==> src/rtl/button_events.sv <==
// button_events: turns a debounced button level into single-cycle event strobes
// (press, release, click, long press, auto-repeat) plus a "held" level.
// Hold time is measured in rising edges of the shared m_f time-base.
module button_events #(
    parameter int LONG_TICKS   = 16,
    parameter int REPEAT_TICKS = 4,
    parameter int CNT_W        = 8
) (
    input  logic clk,
    input  logic rst,
    input  logic m_f,
    input  logic db_button,
    output logic press_pulse,
    output logic release_pulse,
    output logic click_pulse,
    output logic long_press,
    output logic repeat_pulse,
    output logic held
);

    typedef enum logic [1:0] {
        IDLE    = 2'd0,
        PRESSED = 2'd1,
        HELD    = 2'd2
    } state_t;

    // Counter values at which the hold thresholds are reached.
    localparam logic [CNT_W-1:0] LONG_LAST   = CNT_W'(LONG_TICKS - 1);
    localparam logic [CNT_W-1:0] REPEAT_LAST = CNT_W'(REPEAT_TICKS - 1);

    state_t           state_q, state_d;
    logic [CNT_W-1:0] cnt_q, cnt_d;
    logic             db_q, mf_q, armed_q;
    logic             press_q, release_q, click_q, long_q, repeat_q, held_q;
    logic             press_d, release_d, click_d, long_d, repeat_d;
    logic             tick, rise, fall;

    // Edge detectors. A button that is already down when reset ends must be
    // released once (armed) before it can generate a press.
    assign tick = m_f & ~mf_q;
    assign rise = db_button & ~db_q & armed_q;
    assign fall = ~db_button & db_q;

    // Input history registers and the one-shot arm flag.
    // NOTE: sequential state uses non-blocking (<=) so every register samples
    // the pre-edge values of the others, independent of statement order.
    always_ff @(posedge clk or posedge rst) begin
        if (rst) begin
            db_q    <= 1'b0;
            mf_q    <= 1'b0;
            armed_q <= 1'b0;
        end else begin
            db_q <= db_button;
            mf_q <= m_f;
            if (!db_button) begin
                armed_q <= 1'b1;
            end
        end
    end

    // Next-state, counter and pulse decode; release beats a coincident tick.
    // NOTE: every signal is given a default before the case so no path leaves
    // a value unassigned, which would otherwise infer a latch.
    always_comb begin
        state_d   = state_q;
        cnt_d     = cnt_q;
        press_d   = 1'b0;
        release_d = 1'b0;
        click_d   = 1'b0;
        long_d    = 1'b0;
        repeat_d  = 1'b0;
        case (state_q)
            IDLE: begin
                if (rise) begin
                    press_d = 1'b1;
                    cnt_d   = '0;
                    state_d = PRESSED;
                end
            end
            PRESSED: begin
                if (fall) begin
                    release_d = 1'b1;
                    click_d   = 1'b1;
                    cnt_d     = '0;
                    state_d   = IDLE;
                end else if (tick) begin
                    if (cnt_q == LONG_LAST) begin
                        long_d  = 1'b1;
                        cnt_d   = '0;
                        state_d = HELD;
                    end else begin
                        cnt_d = cnt_q + CNT_W'(1);
                    end
                end
            end
            HELD: begin
                if (fall) begin
                    release_d = 1'b1;
                    cnt_d     = '0;
                    state_d   = IDLE;
                end else if (tick) begin
                    if (cnt_q == REPEAT_LAST) begin
                        repeat_d = 1'b1;
                        cnt_d    = '0;
                    end else begin
                        cnt_d = cnt_q + CNT_W'(1);
                    end
                end
            end
            default: begin
                cnt_d   = '0;
                state_d = IDLE;
            end
        endcase
    end

    // State, counter and registered outputs; reset truncates any pulse in flight.
    always_ff @(posedge clk or posedge rst) begin
        if (rst) begin
            state_q   <= IDLE;
            cnt_q     <= '0;
            press_q   <= 1'b0;
            release_q <= 1'b0;
            click_q   <= 1'b0;
            long_q    <= 1'b0;
            repeat_q  <= 1'b0;
            held_q    <= 1'b0;
        end else begin
            state_q   <= state_d;
            cnt_q     <= cnt_d;
            press_q   <= press_d;
            release_q <= release_d;
            click_q   <= click_d;
            long_q    <= long_d;
            repeat_q  <= repeat_d;
            held_q    <= (state_d != IDLE);
        end
    end

    assign press_pulse   = press_q;
    assign release_pulse = release_q;
    assign click_pulse   = click_q;
    assign long_press    = long_q;
    assign repeat_pulse  = repeat_q;
    assign held          = held_q;

endmodule

==> config.mk <==
export PLATFORM = sky130hd
export DESIGN_NAME = button_events
export DESIGN_NICKNAME = d
export VERILOG_FILES = /design/src/rtl/button_events.sv
export SDC_FILE = /design/constraint.sdc
export NUM_CORES = 1
export LEC_CHECK = 0
export CELL_PAD_IN_SITES_DETAIL_PLACEMENT = 2
export CELL_PAD_IN_SITES_GLOBAL_PLACEMENT = 2
export CORE_ASPECT_RATIO = 1.4
export CORE_MARGIN = 3
export CORE_UTILIZATION = 41
export CTS_BUF_LIST = sky130_fd_sc_hd__clkbuf_8
export DETAILED_ROUTE_END_ITERATION = 7
export DONT_BUFFER_PORTS = 1
export PLACE_DENSITY_LB_ADDON = 0.15
export SLEW_MARGIN = 20
export SYNTH_ARGS = -nofsm -noshare
export SYNTH_HDL_FRONTEND = slang
export SYNTH_SLANG_ARGS = --single-unit
export TNS_END_PERCENT = 10
==> constraint.sdc <==
create_clock -name clk -period 2.2 [get_ports clk]
set_input_delay 0.44 -clock clk [delete_from_list [all_inputs] [get_ports clk]]
set_output_delay 0.44 -clock clk [all_outputs]
set_load 0.02 [all_outputs]
Word level (Yosys, flattened, before mapping)
Cells that the tools add are included.

word-level totals
  word-level logic and storage cells = 57
  output and inout bits = 6
  register bits after elaboration = 19
  input port bits = 4

cells by class
  add/sub/neg operators = 1
  reduce and logical (&&, ||, !) cells = 4
  bitwise gates (word level) = 7
  muxes and demuxes = 27
  equal/unequal tests = 7

operators by type and width
  operator                                       count
  2-to-1 mux 8 bit                               7
  case mux 8 bit (3 select lines)                1
  2-to-1 mux 1 bit                               13
  2-to-1 mux 2 bit                               5
  adder 8 x 1 -> 8 bit, second input constant    1
  == test 8 x 2 -> 1 bit, second input constant  1
  == test 8 x 4 -> 1 bit, second input constant  1
  inequality test 3 bit, second input constant   2
  case mux 2 bit (3 select lines)                1
  bitwise AND 1 bit                              4
  NOT 1 bit                                      3
  AND reduction 3 bit                            1
  == test 2 x 1 -> 1 bit, second input constant  1
  == test 2 bit, second input constant           1
  logical NOT 2 bit                              1
  inequality test 2 bit, second input constant   1
  nonzero test 2 bit                             1
  OR reduction 2 bit                             1

Logic depth before layout (Yosys ltp)
Gate-level depths: netlist of the first run.

  depth in word-level cells = 6
  gate-level depth with buffers = 6
  gate-level depth less buffers = 6

Least setup slack after synthesis of the first run
Ideal clock, no wire load.

  path type = register to register
  start point = reg cnt_q[5]
  end point = reg cnt_q[3]
  buffers on the path = 0
  period minus slack after synthesis = 1.772 ns
  path slack = 0.428 ns
  data required time = 2.066 ns
  library setup time = 0.134 ns
  cell stages (with the launch flop) = 5
  arrival = 1.638 ns
  path through = dfrtp_1 or4_4 o31a_4 o21ai_4 o211ai_1

on the way
  cells in the longest elaborated chain, start to end = 5
  elaborated cells on any way between the ends = 9
  those cells by class = eq/ne (2); mux (7)

ends and longest elaborated chain
  item                                                              RTL line  RTL
  start: declaration                                                32        logic [CNT_W-1:0] cnt_q, cnt_d;
  start signal: assignment                                          130       cnt_q <= cnt_d;
  == test 8 x 2 -> 1 bit or == test 8 x 4 -> 1 bit (tied branches)  102, 87
  2-to-1 mux 8 bit, on equally long branches                        102, 87
  2-to-1 mux 8 bit, on equally long branches                        101, 86
  2-to-1 mux 8 bit, on equally long branches                        97, 81
  case mux 8 bit (3 select lines) (*)                               72        case (state_q)

Every way passes the cells marked *; elsewhere a longest branch is shown, timed or not. The select of a mux whose other input is x is not followed.
A chain may end at the register's enable or synchronous reset.

Worst setup path in the final report of the first run
  start point = reg state_q[1]
  end point = reg cnt_q[5]

on the way
  cells in the longest elaborated chain, start to end = 3
  elaborated cells on any way between the ends = 8
  those cells by class = eq/ne (5); mux (1); reduce/logical (2)

ends and longest elaborated chain
  item                                                                      RTL line  RTL
  start: declaration                                                        31        state_t state_q, state_d;
  start signal: assignment                                                  129       state_q <= state_d;
  == test 2 x 1 -> 1 bit (tied with other cells)                            72
  inequality test 3 bit (no line) or inequality test 2 bit (tied branches)  n/a
  AND reduction 3 bit (no line)                                             n/a

Several ways; a longest one is shown, not always the timed one.

==> results.txt, run 1 <==
syn avg cell area: 9.64 um^2
Critical R2R Launch: state_q[1]
number of synthesized flops with an enable pin: 0
fmax: 480 MHz
largest family of logic cells by synthesized area: compound AO/OA/AOI/OAI gates
Worst Setup EP: cnt_q[5]
area grow syn2layout: 7.79%
routability cong.: 0.740
Pins Over Slew Limit: 0
die span in y: 64.8 um
share of post-route cells with drive strength above 1: 7.41%
P_int: 0.604 mW
Ports: 10
Least-Margin Pin Slew: 745 ps
number of global-route vias before repair: 881
area share of the largest cell type after synthesis: 47.0%
num rows: 20
total wire length: 2570 um
Initial Util: 44.9%
Remaining Overflow, GRT: 0
Antenna diodes: 0
XOR/XNOR share of the synthesized area: 0%
Synth Area in Adders: 6.18%
Seq/Total Area, Yosys: 47.0%
Final Util: 48.4%
Post-CTS Setup Repair Bufs: 0
Synth Area in Simple Gates: 21.3%
Worst setup EP type: flop
PostCTS Resize Cnt: 0
Cells after Synth: 105
fin crit share: 94.8%
H-tree depth: 1
P_leak: 0.464 nW
final setup fails: 0
Syn. warnings: 0
CTS Buf Count: 3
PortBufs: 0
clock slew at reported path FFs: 70 ps
TritonRoute pass-1 iters: 4
final net count: 118
ys flop type: dfrtp_1
min Tclk post-route: 2080 ps
Slowest cell on crit path: nor3b_1
worst clock skew: 3.54 ps
pwr dens: 883 mW/mm^2
hold_buf cts: 0
Yosys cell types: 31
Final Hold Vio Count: 0
Worst Hold Class: in2async
CP required: 2370 ps
root buf cell: clkbuf_8
largest net degree at the start of global routing: 20
share of power burned in registers: 44.6%
core box area: 0.00225 mm^2
Max rail drop VDD: 0.323 mV
Max-Cap Viols: 0
worst-path cell chain: inv_1 > ha_1 > nor3b_1 > o32a_1 > o2111ai_1 > o211ai_1
Switching Share: 37.3%
routed len/inst: 19.8 um
Comb pwr share: 30.4%
Initial DRC Count: 16
Synth area leader: dfrtp_1
Die ar.: 0.00311 mm^2
setup TNS: 0 ps
vias: 841
antenna violations before repair: 0
ranking of synthesized cells by area: dfrtp_1, ha_1, nand2_1
syn_nets: 114
mux share of post-synthesis cell area: 0%
critical path class: reg2reg
Slew headroom: 50.3%
Clk network pwr share: 25.0%
Compound-Gate Fraction of Synth Area: 22.1%
die width: 48.0 um
FF-to-FF path depth: 6
vias per cell: 6.47
outcome: completed
first-pass GRT wire length: 4200 um
R2R setup slack: 120 ps
Async SR Flop Fraction: 100%
Detail Route Antenna Nets: 0
CP Data Arrival Time: 2260 ps
Synth Cell Area: 0.00101 mm^2
NetSw: 0.359 mW
CP peak stage delay: 460 ps
Worst Setup Start Kind: flop
RSZ-0062 raised after global routing: false
worst skew pair latency: 260 ps
CTS Buffer Depth: 2
RR Endpoint: cnt_q[5]
worst-path maximum fanout: 8
clk sink count: 19
critical path launch point: state_q[1]
gr usage total: 19.0%
residual DRC count: 0
CTS tree: yes
number of synthesized register bits: 19
Post-DP HPWL: 1910 um
-- layout by cell type (no fill, tap or decap), drive strengths merged, types with 2 or more instances in the layout --
master	synthesis	routed
o211ai	3	3
ha	5	5
inv	7	8
o21ai	7	7
nor3	4	4
dfrtp	19	19
and2	2	2
clkbuf	0	3
nand2b	5	5
nand3	4	4
nand2	13	13
nor2	8	8
o21a	3	3
o2111ai	5	5
a21oi	4	4
-- worst min-delay path by stage --
stage	from	end	slack, ps	depth (start not counted)
2_1_floorplan	rst	armed_q	390	1
3_3_place_gp	armed_q	armed_q	450	1
3_5_place_dp	armed_q	armed_q	460	1
4_1_cts	m_f	mf_q	190	0
5_1_grt	db_button	db_q	190	0
6_report	rst	repeat_pulse	190	1
-- critical path, delay by kind of cell (launching register included) --
| family | cells | cell delay (ps) |
|---|---|---|
| AND/OR/NAND/NOR | 1 | 460 |
| adder cells (fa/ha/maj) | 1 | 250 |
| buffers and inverters | 1 | 110 |
| AO/OA/AOI/OAI | 3 | 790 |
| flip-flops | 1 | 400 |
-- per-stage QoR --
stage / cells / hold slack [ps] / power, mW / cell area, um^2 / worst slack (ps)
finish: 130 / 194 / 0.964 / 1090 / 115
global route: 130 / 187 / 1.03 / 1090 / 32.1
CTS: 130 / 194 / 0.967 / 1080 / 55.2
detailed placement: 126 / 455 / 0.716 / 1040 / 76.0
global placement: 126 / 451 / 0.701 / 1040 / 222
floorplan: 105 / 391 / 0.633 / 1010 / 428
-- power by group through the flow --
stage / clock [mW] / sequential [mW] / combinational (mW)
2_1_floorplan: 0 / 0.430 / 0.202
3_3_place_gp: 0 / 0.434 / 0.267
3_5_place_dp: 0 / 0.437 / 0.279
4_1_cts: 0.256 / 0.430 / 0.281
5_1_grt: 0.272 / 0.437 / 0.323
6_report: 0.241 / 0.429 / 0.293
-- metal layers --
layer | vias to the layer above | routed length [um] | GRT usage, %
met3 | 9 | 50 | 3.06
met1 | 428 | 1060 | 20.4
met2 | 18 | 1360 | 32.9
met4 | 0 | 95 | 10.1
met5 | - | 0 | 0
li1 | 386 | - | -
-- layout make-up --
type | instances | area [um^2]
Fill cell | 256 | 1160
Timing Repair Buffer | 1 | 7.51
Clock buffer | 3 | 41.3
Clock inverter | 1 | 3.75
Multi-Input combinational cell | 77 | 509
Inverter | 7 | 26.3
Tap cell | 22 | 27.5
Sequential cell | 19 | 475
-- kinds of logic (layout without fill, tap and decap cells) --
group	after synthesis	count (layout)
and+or+nand+nor	43	43
AOI/OAI and AO/OA	29	29
DFF	19	19
buffers and inverters	9	12
adders and majority gates	5	5
-- registers in the layout (all words and copies together) (netlist names) --
| signal | flops |
|---|---|
| cnt_q | 8 |
| armed_q | 1 |
| release_pulse | 1 |
| db_q | 1 |
| long_press | 1 |
| state_q | 2 |
| held | 1 |
| mf_q | 1 |
| repeat_pulse | 1 |
| click_pulse | 1 |
| press_pulse | 1 |
-- synthesized netlist by cell type (2+ instances only) --
cell        n
nand2_1    13
o21ai_0     6
ha_1        5
nand2b_1    5
nor3_1      4
nand3_1     4
nor2_1      8
inv_1       7
o211ai_1    3
dfrtp_1    19
a21oi_1     4
and2_1      2
o2111ai_1   5
o21a_1      3
Note: power is estimated with default switching activity, not from simulation.
==> inputs of run 2 (changes only) <==
--- a/config.mk
+++ b/config.mk
@@ -5,6 +5,7 @@
 export SDC_FILE = /design/constraint.sdc
 export NUM_CORES = 1
 export LEC_CHECK = 0
+export CAP_MARGIN = 20
 export CELL_PAD_IN_SITES_DETAIL_PLACEMENT = 2
 export CELL_PAD_IN_SITES_GLOBAL_PLACEMENT = 2
 export CORE_ASPECT_RATIO = 1.4
==> results of run 2 <==
The final DEF is identical to that of run 1; final timing and power are the same.
